[src/rtl/cache_port_arbiter.sv]
// Arbitrates the single data-cache port between the core (C, priority) and the loader (L).
// Optional BUSY watchdog enabled by defining CACHE_ARB_TIMEOUT_EN.
module cache_port_arbiter #(
    parameter int STREAK  = 4,
    parameter int TIMEOUT = 1023
) (
    input  logic        clk,
    input  logic        rstn,
    input  logic        c_req,
    input  logic        c_we,
    input  logic [31:0] c_addr,
    input  logic [31:0] c_wdata,
    output logic [31:0] c_rdata,
    output logic        c_valid,
    input  logic        l_req,
    input  logic        l_we,
    input  logic [31:0] l_addr,
    input  logic [31:0] l_wdata,
    output logic [31:0] l_rdata,
    output logic        l_valid,
    output logic [31:0] cache_addr,
    output logic [31:0] cache_wdata,
    output logic        cache_re,
    output logic        cache_we,
    input  logic [31:0] cache_rdata,
    input  logic        cache_valid,
    output logic        busy,
    output logic        err
);

    localparam logic [1:0] S_IDLE = 2'd0;
    localparam logic [1:0] S_BUSY = 2'd1;
    localparam logic [1:0] S_RESP = 2'd2;

    localparam logic [3:0] STREAK_MAX = 4'(STREAK);

    if (STREAK < 1 || STREAK > 15) begin : g_bad_streak
        $error("cache_port_arbiter: STREAK must be 1..15");
    end
    if (TIMEOUT < 1 || TIMEOUT > 1023) begin : g_bad_timeout
        $error("cache_port_arbiter: TIMEOUT must be 1..1023");
    end

    logic [1:0]  state_q, state_d;
    logic        gnt_l_q, gnt_l_d;
    logic        we_q, we_d;
    logic [31:0] addr_q, addr_d;
    logic [31:0] wdata_q, wdata_d;
    logic [3:0]  streak_q, streak_d;
    logic [31:0] c_rdata_q, c_rdata_d;
    logic [31:0] l_rdata_q, l_rdata_d;
    logic        pick_c;
    logic        timeout;

`ifdef CACHE_ARB_TIMEOUT_EN
    localparam logic [9:0] TIMEOUT_V = 10'(TIMEOUT);

    logic [9:0] tmo_cnt_q, tmo_cnt_d;
    logic       err_q, err_d;

    // Counter idles at zero outside BUSY, so it is effectively cleared on BUSY entry.
    always_comb begin
        tmo_cnt_d = '0;
        if (state_q == S_BUSY) begin
            tmo_cnt_d = tmo_cnt_q + 10'd1;
        end
    end

    assign timeout = (state_q == S_BUSY) && ((tmo_cnt_q + 10'd1) == TIMEOUT_V);
    assign err_d   = timeout && !cache_valid;

    always_ff @(posedge clk) begin
        if (rstn) begin
            tmo_cnt_q <= '0;
            err_q     <= 1'b0;
        end else begin
            tmo_cnt_q <= tmo_cnt_d;
            err_q     <= err_d;
        end
    end

    assign err = err_q;
`else
    assign timeout = 1'b0;
    assign err     = 1'b0;
`endif

    assign pick_c = c_req && !(l_req && (streak_q == STREAK_MAX));

    always_comb begin
        state_d   = state_q;
        gnt_l_d   = gnt_l_q;
        we_d      = we_q;
        addr_d    = addr_q;
        wdata_d   = wdata_q;
        streak_d  = streak_q;
        c_rdata_d = c_rdata_q;
        l_rdata_d = l_rdata_q;

        case (state_q)
            S_IDLE: begin
                if (!l_req) begin
                    streak_d = '0;
                end
                if (c_req || l_req) begin
                    state_d = S_BUSY;
                    gnt_l_d = !pick_c;
                    if (pick_c) begin
                        we_d    = c_we;
                        addr_d  = c_addr;
                        wdata_d = c_wdata;
                        if (l_req) begin
                            streak_d = (streak_q >= STREAK_MAX) ? STREAK_MAX : streak_q + 4'd1;
                        end
                    end else begin
                        we_d     = l_we;
                        addr_d   = l_addr;
                        wdata_d  = l_wdata;
                        streak_d = '0;
                    end
                end
            end
            S_BUSY: begin
                // A completing cache access takes precedence over a coincident timeout.
                if (cache_valid) begin
                    state_d = S_RESP;
                    if (gnt_l_q) l_rdata_d = cache_rdata;
                    else         c_rdata_d = cache_rdata;
                end else if (timeout) begin
                    state_d = S_RESP;
                    if (gnt_l_q) l_rdata_d = '0;
                    else         c_rdata_d = '0;
                end
            end
            S_RESP: begin
                state_d = S_IDLE;
            end
            default: begin
                state_d = S_IDLE;
            end
        endcase
    end

    always_ff @(posedge clk) begin
        if (rstn) begin
            state_q   <= S_IDLE;
            gnt_l_q   <= 1'b0;
            we_q      <= 1'b0;
            addr_q    <= '0;
            wdata_q   <= '0;
            streak_q  <= '0;
            c_rdata_q <= '0;
            l_rdata_q <= '0;
        end else begin
            state_q   <= state_d;
            gnt_l_q   <= gnt_l_d;
            we_q      <= we_d;
            addr_q    <= addr_d;
            wdata_q   <= wdata_d;
            streak_q  <= streak_d;
            c_rdata_q <= c_rdata_d;
            l_rdata_q <= l_rdata_d;
        end
    end

    assign cache_re    = (state_q == S_BUSY) && !we_q;
    assign cache_we    = (state_q == S_BUSY) && we_q;
    assign cache_addr  = addr_q;
    assign cache_wdata = wdata_q;
    assign c_valid     = (state_q == S_RESP) && !gnt_l_q;
    assign l_valid     = (state_q == S_RESP) && gnt_l_q;
    assign c_rdata     = c_rdata_q;
    assign l_rdata     = l_rdata_q;
    assign busy        = (state_q != S_IDLE);

endmodule

[config.mk]
export PLATFORM = sky130hd
export DESIGN_NAME = cache_port_arbiter
export DESIGN_NICKNAME = d
export VERILOG_FILES = /design/src/rtl/cache_port_arbiter.sv
export SDC_FILE = /design/constraint.sdc
export NUM_CORES = 1
export LEC_CHECK = 0
export ABC_AREA = 1
export CAP_MARGIN = 5
export CORE_AREA = 5 5 114 116
export CTS_BUF_LIST = sky130_fd_sc_hd__clkbuf_16
export CTS_CLUSTER_SIZE = 8
export DETAILED_ROUTE_END_ITERATION = 8
export DIE_AREA = 0 0 119 121
export DONT_BUFFER_PORTS = 1
export PLACE_DENSITY_LB_ADDON = 0.15
export SYNTH_ARGS = -nofsm -noshare
export SYNTH_HDL_FRONTEND = slang
export SYNTH_SLANG_ARGS = --single-unit
export TNS_END_PERCENT = 100
[constraint.sdc]
create_clock -name clk -period 4.6 [get_ports clk]
set_clock_uncertainty 0.15 [all_clocks]
set_input_delay 0.92 -clock clk [delete_from_list [all_inputs] [get_ports clk]]
set_output_delay 0.92 -clock clk [all_outputs]
set_load 0.02 [all_outputs]
==> results.toml, run 1 <==
[global_routing]
grt_usage = 0.220
grt_antenna_before_repair = 0
grt_max_degree = 137
gr-total-overflow = 0
grt_pass1_vias = 5013
grt_pass1_wl_mm = 25.5

[floorplanning]
fp.dieH_um = 121
core_um2 = 11800
row_count = 40
die_x_um = 119
io_pins = 301
start_util = 0.507
dieArea_um2 = 14400

[sta]
rsz0062_at_grt = "false"
relSlewSlack = 0.232
layout_setup_ws_ns = 1.97
min_period_ns = 2.63
fmax_mhz = 380
setup_viol = 0
finalCritPeriodShare = 0.572
tightest_slew_ns = 1.15
hold_viol = 0
fin_tns_setup_ns = 0
drv_slew = 0

[place]
dp_slack_ns = 1.58
dp.cells = 987
hpwlAfterDp_mm = 11.2
gp_congestion = 0.858
io_buffers = 0

[synthesis]
yosysTopAreaCellShare = 0.455
synth_xor_area_frac = 0
synth_top_family_by_area = "simple AND/OR/NAND/NOR gates"
synth-compound-area-share = 0.0600
avgSynthCellArea_um2 = 6.65
synth_area_um2 = 5990
synthMuxAreaShare = 0
seq_area_frac_synth = 0.455
yosys-top-cells-area = "dfxtp_1 (45%), nand2_1 (17%), nand3_1 (11%)"
yosysWarningCount = 0
synthCells = 901
synth_top_cell_by_area = "dfxtp_1"
synth_fa_ha_area_frac = 0.00418
synth-simple-area-share = 0.375
ys_ff_latch = 136
synth_nets = 1070
synth_cell_type_count = 18

[cells_and_area]
final_cells = 1019
area_growth_pct = 7.96
nets = 1028
final_core_utilization = 0.547
drive_above_1_share = 0.0459
antenna_cells = 0
n_fill_cell = 1174

[clock_tree]
clkSlewWorstSetupHoldPaths_ns = 0.06
clockBufferDepth = 2
cts_tree = "done"
numCtsBuffers = 17
ctsHoldBuffers = 0
post_cts_resized = 0
post-cts-setup-buffers = 0
htreeDepth = 4
cts-root-buf = "clkbuf_16"
cts_sinks = 136
insertion_delay_ns = 0.41

[setup_path]
r2r-start = "state_q[1]"
cp_data_arrival_time_ns = 2.79
end_kind = "register"
worstSetupStartpointType = "input port"
worst_ep_required_time_ns = 4.76
r2r.worst_path.cells = 7
critPathMaxFanout = 67
crit_type = "input port to register"
reg2reg_to = "cache_addr[27]"
regToRegSetupSlack_ns = 2.11

[routing]
wirelength_mm = 16.2
drtIter0Drc = 389
wire_per_inst_um = 15.9
drc = 0
viasPerCell = 5.22
ant_nets = 0
first_pass_iters = 5
vias = 5316

[run_status]
outcome = "complete, no violations"

[power]
p_leak_nw = 3.05
vdd_drop_max_v = 0.000228
power_density_nw_per_um2 = 483

[hold_path]
whs_endpoint = "streak_q[3]"
hold_start = "streak_q[3]"
hold_path_depth = 2
hp-class = "register to register"

[flow_run]
max_cap_violations = 0
[power by group]
group	switching (mW)	internal, mW
Sequential	0.164	1.26
Clock	0.504	0.900
Combinational	0.184	0.106
Total	0.852	2.27
[cell usage after synthesis]
library cell / count
a21oi_1: 70
buf_1: 8
buf_2: 22
buf_4: 12
buf_6: 4
clkbuf_1: 17
conb_1: 1
dfxtp_1: 136
ha_1: 2
inv_1: 76
inv_2: 3
nand2_1: 275
nand3_1: 130
nand3_2: 2
nor2_1: 138
nor2_2: 2
nor3_1: 2
o21ai_2: 1
[layout make-up]
cell class	count	area [um^2]	share of cell area
clock buffers	17	425	0.0658
clock inverters	15	185	0.0286
inverters	79	298	0.0461
multi-input cells	623	2640	0.408
flip-flops and latches	136	2720	0.421
well taps	147	184	0.0284
repair buffers	2	15.0	0.00232
[kinds of logic after synthesis]
logic type,Yosys count
DFF,136
and+or+nand+nor,549
buffers and inverters,142
AOI/OAI and AO/OA,71
other,1
adders and majority gates,2
[layer usage]
layer  part of all wire  GRT usage  wire length, um  vias to the layer above
met3              0.099     0.0970             1600                       25
met5                  0          0                0                        -
li1                   -          -                -                     2710
met4              0.021     0.0847              349                        0
met1               0.39      0.243             6400                     2375
met2               0.49      0.373             7890                      206
[layout by cell type, fill, tap and decap left out, drive strengths merged]
cell type	synthesis	final
dfxtp	136	136
ha	2	2
clkinv	0	9
nor3	2	2
bufinv	0	4
clkbuf	17	17
conb	1	1
buf	46	2
nand3	132	132
o21ai	1	1
a21oi	70	70
nor2	140	140
inv	79	81
nand2	275	275
[critical path, stage by stage]
cell and delay, ns:
o21ai_2 0.20, clkinv_2 0.64, buf_4 0.59, nor2_1 0.19, nor2_1 0.05, nand2_1 0.06, inv_1 0.04
[worst max-delay path by stage]
stage,start,endpoint,slack [ns],cells past startpoint
after floorplan,state_q[0],cache_re,2.63,4
after global placement,c_req,cache_wdata[6],1.67,7
after detailed placement,c_req,cache_addr[27],1.58,7
after CTS,c_req,cache_addr[18],2.00,7
after global routing,c_req,cache_wdata[6],1.78,7
final,c_req,cache_addr[27],1.97,7
[per-stage QoR]
| step | power [mW] | instance area (um^2) | hold WS (ns) |
|---|---|---|---|
| final | 3.12 | 6470 | 0.328 |
| after global routing | 3.27 | 6470 | 0.363 |
| after global placement | 1.74 | 5860 | 0.313 |
| after floorplan | 1.71 | 5990 | 0.297 |
| after detailed placement | 1.75 | 5860 | 0.320 |
| after CTS | 3.15 | 6470 | 0.329 |
[state kept, by name, summed over array words and instances, names as in the netlist]
register	flops
state_q	2
cache_wdata	32
we_q	1
l_rdata	32
c_rdata	32
streak_q	4
cache_addr	32
gnt_l_q	1
Power figures use the tool's default switching activity.
==> inputs of run 2 (changes only) <==
==> constraint.sdc (replaced) <==
create_clock -name clk -period 2.6 [get_ports clk]
set_clock_uncertainty 0.15 [all_clocks]
set_input_delay 0.52 -clock clk [delete_from_list [all_inputs] [get_ports clk]]
set_output_delay 0.52 -clock clk [all_outputs]
set_load 0.02 [all_outputs]
==> run 2 against run 1 <==
  * Global-route usage is 0.50 points higher
  * Via count increased by 1.8%
  * Flip-flop and latch count did not move
  * Non-clock buffer count up 6
  * Cell count rose by 0.59%
  * Register-to-register slack got worse by 1.3 ns
  * Final area rose by 0.19%
  * Total power up 72%
  * Die area did not move
  * First-iteration DRC count grew 7.5%
  * Wire length rose by 2.7%
  * Critical path type is now register to primary output
  * Critical endpoint is now cache_we
  * Largest cell class unchanged
==> results.toml, run 2 (synthesis gave the netlist of run 1 again) <==
[run_status]
outcome = "complete, no violations"

[sta]
setup_viol = 0
rsz0062_at_grt = "false"
hold_viol = 0
worst_hold_slack_ns = 0.0246
fin_tns_setup_ns = 0
tightest_slew_ns = 0.656
finalCritPeriodShare = 0.837
fmax_mhz = 460
min_period_ns = 2.18
drv_slew = 0
relSlewSlack = 0.563

[floorplanning]
fp.dieH_um = 121
start_util = 0.507
die_x_um = 119
core_um2 = 11800
io_pins = 301
row_count = 40
dieArea_um2 = 14400

[cells_and_area]
final_core_utilization = 0.549
drive_above_1_share = 0.0569
fin_area_um2 = 6480
final_common_cell = "nand2_1"
nets = 1034
final_cell_mix = "nand2_1 (273), nor2_1 (138), dfxtp_1 (136), nand3_1 (130), inv_1 (76)"
antenna_cells = 0
area_growth_pct = 8.17

[routing]
wirelength_mm = 16.7
drtIter0Drc = 418
first_pass_iters = 5
wire_per_inst_um = 16.3
vias = 5411
drc = 0
viasPerCell = 5.28
ant_nets = 0

[clock_tree]
clockBufferDepth = 2
numCtsBuffers = 17
post-cts-setup-buffers = 0
post_cts_resized = 0
cts_sinks = 136
cts-root-buf = "clkbuf_16"
insertion_delay_ns = 0.41
htreeDepth = 4
cts_tree = "done"
ctsHoldBuffers = 0
clkSlewWorstSetupHoldPaths_ns = 0.06

[hold_path]
hp-class = "input port to register"
whs_endpoint = "c_rdata[5]"
hold_path_depth = 1
hold_start = "rstn"

[global_routing]
grt_max_degree = 137
grt_usage = 0.225
grt_antenna_before_repair = 0
grt_pass1_wl_mm = 25.9
gr-total-overflow = 0
grt_pass1_vias = 5061

[power]
total_power_mw = 5.37
power_density_nw_per_um2 = 830
vdd_drop_max_v = 0.000391
p_leak_nw = 3.04

[setup_path]
worstSetupStartpointType = "register"
critPathMaxFanout = 4
crit_type = "register to primary output"
r2r.worst_path.cells = 10
regToRegSetupSlack_ns = 0.85
cp_data_arrival_time_ns = 1.51
r2r-start = "streak_q[0]"
worst_ep_required_time_ns = 1.93
reg2reg_to = "cache_addr[31]"
end_kind = "primary output"

[flow_run]
max_cap_violations = 0

[place]
place_area_um2 = 5900
hpwlAfterDp_mm = 11.5
io_buffers = 0
gp_congestion = 0.834
-- run 2: cell types whose count changed in the layout (fill, tap and decap cells not counted), sizes merged --
cell      before  now
clkinv         9    7
inv           81   80
bufinv         4    2
buf            2    8
clkinvlp       0    5
-- run 2: layer usage --
layer,GRT usage,vias to the layer above,part of all wire
li1,-,2725,-
met1,0.240,2417,0.36
met2,0.385,242,0.50
met3,0.103,27,0.12
met4,0.0956,0,0.024
met5,0,-,0
-- run 2: worst max-delay path, stage by stage (launching register included) --
cell and delay [ns]:
dfxtp_1 0.34, inv_1 0.07, nor2_2 0.17, inv_1 0.10, nor2_1 0.43
-- run 2: final cells by class --
class	instances	area (um^2)
Timing Repair Buffer	8	60.1
Fill cell	1173	5330
Multi-Input combinational cell	623	2640
Clock buffer	17	425
Tap cell	147	184
Clock inverter	15	153
Inverter	79	298
Sequential cell	136	2720
-- run 2: worst max-delay path by stage --
stage	start	endpoint	slack (ns)	cells past startpoint
after floorplan	state_q[0]	cache_re	1.03	4
after global placement	state_q[0]	cache_we	0.88	4
after detailed placement	c_req	cache_addr[31]	0.83	6
after CTS	state_q[0]	cache_we	0.41	4
after global routing	state_q[0]	cache_we	0.33	4
final	state_q[0]	cache_we	0.42	4
-- run 2: per-stage QoR --
| step | std cells | setup WS (ns) |
|---|---|---|
| 6_report | 1025 | 0.424 |
| 5_1_grt | 1025 | 0.325 |
| 4_1_cts | 1025 | 0.413 |
| 3_5_place_dp | 993 | 0.834 |
| 3_3_place_gp | 993 | 0.881 |
| 2_1_floorplan | 901 | 1.03 |
-- run 2: power breakdown --
part           internal, mW  switching, mW  total, mW
combinational         0.190          0.328      0.518
clock                  1.41          0.923       2.33
sequential             2.24          0.289       2.52
==> inputs of run 3 (changes only) <==
--- a/config.mk
+++ b/config.mk
@@ -5,7 +5,7 @@
 export SDC_FILE = /design/constraint.sdc
 export NUM_CORES = 1
 export LEC_CHECK = 0
-export ABC_AREA = 1
+export ABC_AREA = 0
 export CAP_MARGIN = 5
 export CORE_AREA = 5 5 114 116
 export CTS_BUF_LIST = sky130_fd_sc_hd__clkbuf_16
==> constraint.sdc (replaced) <==
create_clock -name clk -period 1.8 [get_ports clk]
set_clock_uncertainty 0.15 [all_clocks]
set_input_delay 0.36 -clock clk [delete_from_list [all_inputs] [get_ports clk]]
set_output_delay 0.36 -clock clk [all_outputs]
set_load 0.02 [all_outputs]
==> run 3 against run 2 <==
  * The run now ends with negative hold slack left
  * Utilization rose by 2.9 points
  * Sequential power rose by 46%
  * Synthesized cell count fell by 21%
  * Combinational power rose by 63%
  * Worst hold slack got worse by 0.15 ns
==> results.toml, run 3 <==
[run_status]
outcome = "finished with violations"
failed_checks = "negative hold slack"

[clock_tree]
clkSlewWorstSetupHoldPaths_ns = 0.05
cts_sinks = 136
cts-root-buf = "clkbuf_16"
ctsHoldBuffers = 1
htreeDepth = 4
cts_tree = "done"
clockBufferDepth = 2
insertion_delay_ns = 0.41
numCtsBuffers = 17

[setup_path]
crit_chain = "nor2b_4, nor2b_4, buf_6"
worstSetupStartpointType = "register"
critPathBufInv = 1
critPathMaxFanout = 6
crit_family = "flip-flops"
worst_ep_required_time_ns = 1.29
cpMostUsedCell = "nor2b_4"
max_stage_delay_ns = 0.38
end_kind = "primary output"
crit_type = "register to primary output"
critical-path-slowest-cell = "dfxtp_4"
cp_data_arrival_time_ns = 1.22

[place]
place_area_um2 = 6080
gp_congestion = 0.851
io_buffers = 0
hpwlAfterDp_mm = 12.8

[cells_and_area]
final_common_cell = "dfxtp_1"
fin_area_um2 = 6820
drive_above_1_share = 0.162
nets = 847
final_cell_mix = "dfxtp_1 (134), a21oi_1 (133), nand2_1 (132), nand3_1 (65), o21ai_0 (64)"
area_growth_pct = 14.5

[global_routing]
grt_max_degree = 137
grt_pass1_vias = 5099
grt_usage = 0.241
gr-total-overflow = 0
grt_pass1_wl_mm = 27.7
grt_antenna_before_repair = 1

[sta]
fmax_mhz = 579
hold_viol = 134
min_period_ns = 1.73
setup_viol = 0
rsz0062_at_grt = "false"
worst_hold_slack_ns = -0.129
finalCritPeriodShare = 0.960
drv_slew = 0

[synthesis]
synth_nets = 880
synth_area_um2 = 5960
yosys-top-cells-area = "dfxtp_1 (46%), a21oi_1 (11%), a311oi_2 (10%)"
synth-async-reset-ratio = 0
synth_most_common_cell = "dfxtp_1"
yosysTopAreaCellShare = 0.457
synth_cell_type_count = 33
synth_edf_count = 0
synth_flop_cell = "dfxtp_1"
avgSynthCellArea_um2 = 8.38
synth_top_cell_by_area = "dfxtp_1"
synthTopCellsByCount = "dfxtp_1 (136), a21oi_1 (133), nand2_1 (132)"
ys_ff_latch = 136
seq_area_frac_synth = 0.457
yosysWarningCount = 0
synthCells = 711

[floorplanning]
start_util = 0.504
core_um2 = 11800
fp.dieH_um = 121
die_x_um = 119
row_count = 40
io_pins = 301
dieArea_um2 = 14400

[routing]
viasPerCell = 6.29
wire_per_inst_um = 21.9
drc = 0
drtIter0Drc = 397
first_pass_iters = 5
wirelength_mm = 18.3
vias = 5270
ant_nets = 0

[power]
p_leak_nw = 2.29
power_density_nw_per_um2 = 1190
vdd_drop_max_v = 0.000539

[flow_run]
max_cap_violations = 0

[hold_path]
hp-class = "input port to register"
## run 3: worst reg2reg max path: cells and delay by family, from the launching register on
family | cells | cell delay (ns)
AO/OA/AOI/OAI | 1 | 0.29
flip-flops | 1 | 0.35
AND/OR/NAND/NOR | 2 | 0.22
buffers and inverters | 3 | 0.39
adder cells (fa/ha/maj) | 1 | 0.20
## run 3: where the power goes
group	leakage, nW	total, mW	switching [mW]	internal [mW]
Combinational	0.876	0.843	0.466	0.378
Clock	0.294	3.58	1.29	2.29
Sequential	1.12	3.67	0.440	3.23
Total	2.29	8.10	2.19	5.91
## run 3: cells by family (layout without fill, tap and decap cells)
kind of cell	Yosys count	in the layout	share of synthesized area
adder cells (fa/ha/maj)	2	2	0.00420
AND/OR/NAND/NOR	220	220	0.166
buffers and inverters	87	66	0.0661
flip-flops	136	136	0.457
other	1	2	0.000629
AO/OA/AOI/OAI	265	265	0.306
## run 3: worst paths after layout
check               from         endpoint  slack, ns  cells after the start
min                 rstn   cache_addr[29]      -0.13                      1
max reg2reg  streak_q[0]  cache_wdata[15]       0.10                      7
min reg2reg  streak_q[0]      streak_q[0]       0.33                      2
max           state_q[0]         cache_re       0.07                      3
## run 3: final cells by class
type | instances | area [um^2]
Clock inverter | 14 | 183
Sequential cell | 136 | 2730
Inverter | 4 | 18.8
Timing Repair Buffer | 31 | 390
Fill cell | 1043 | 4990
Clock buffer | 17 | 425
Antenna cell | 1 | 2.50
Multi-Input combinational cell | 488 | 2890
Tap cell | 147 | 184
## run 3: repair_timing
action	in CTS	in global routing
setup buffers	1	5
endpoints found under the hold margin	136	135
endpoints found under the setup margin	5	34
cloned	0	1
pin swaps	0	3
resized for setup	11	5
## run 3: stage by stage
step,setup WS [ns],total power [mW],instances,setup TNS (ns),util
2_1_floorplan,0.0436,4.39,711,0,-
3_3_place_gp,0.0961,4.53,798,0,0.515
3_5_place_dp,0.00727,4.56,798,0,0.515
4_1_cts,-0.00225,8.15,831,-0.00225,0.571
5_1_grt,0.00164,8.40,838,0,0.577
6_report,0.0728,8.10,838,0,0.577
## run 3: per-layer routing
layer / track usage / up-vias / wire length [um]
li1: - / 2504 / -
met1: 0.253 / 2442 / 6640
met2: 0.409 / 272 / 9060
met3: 0.114 / 52 / 2010
met4: 0.113 / 0 / 621
met5: 0 / - / 0
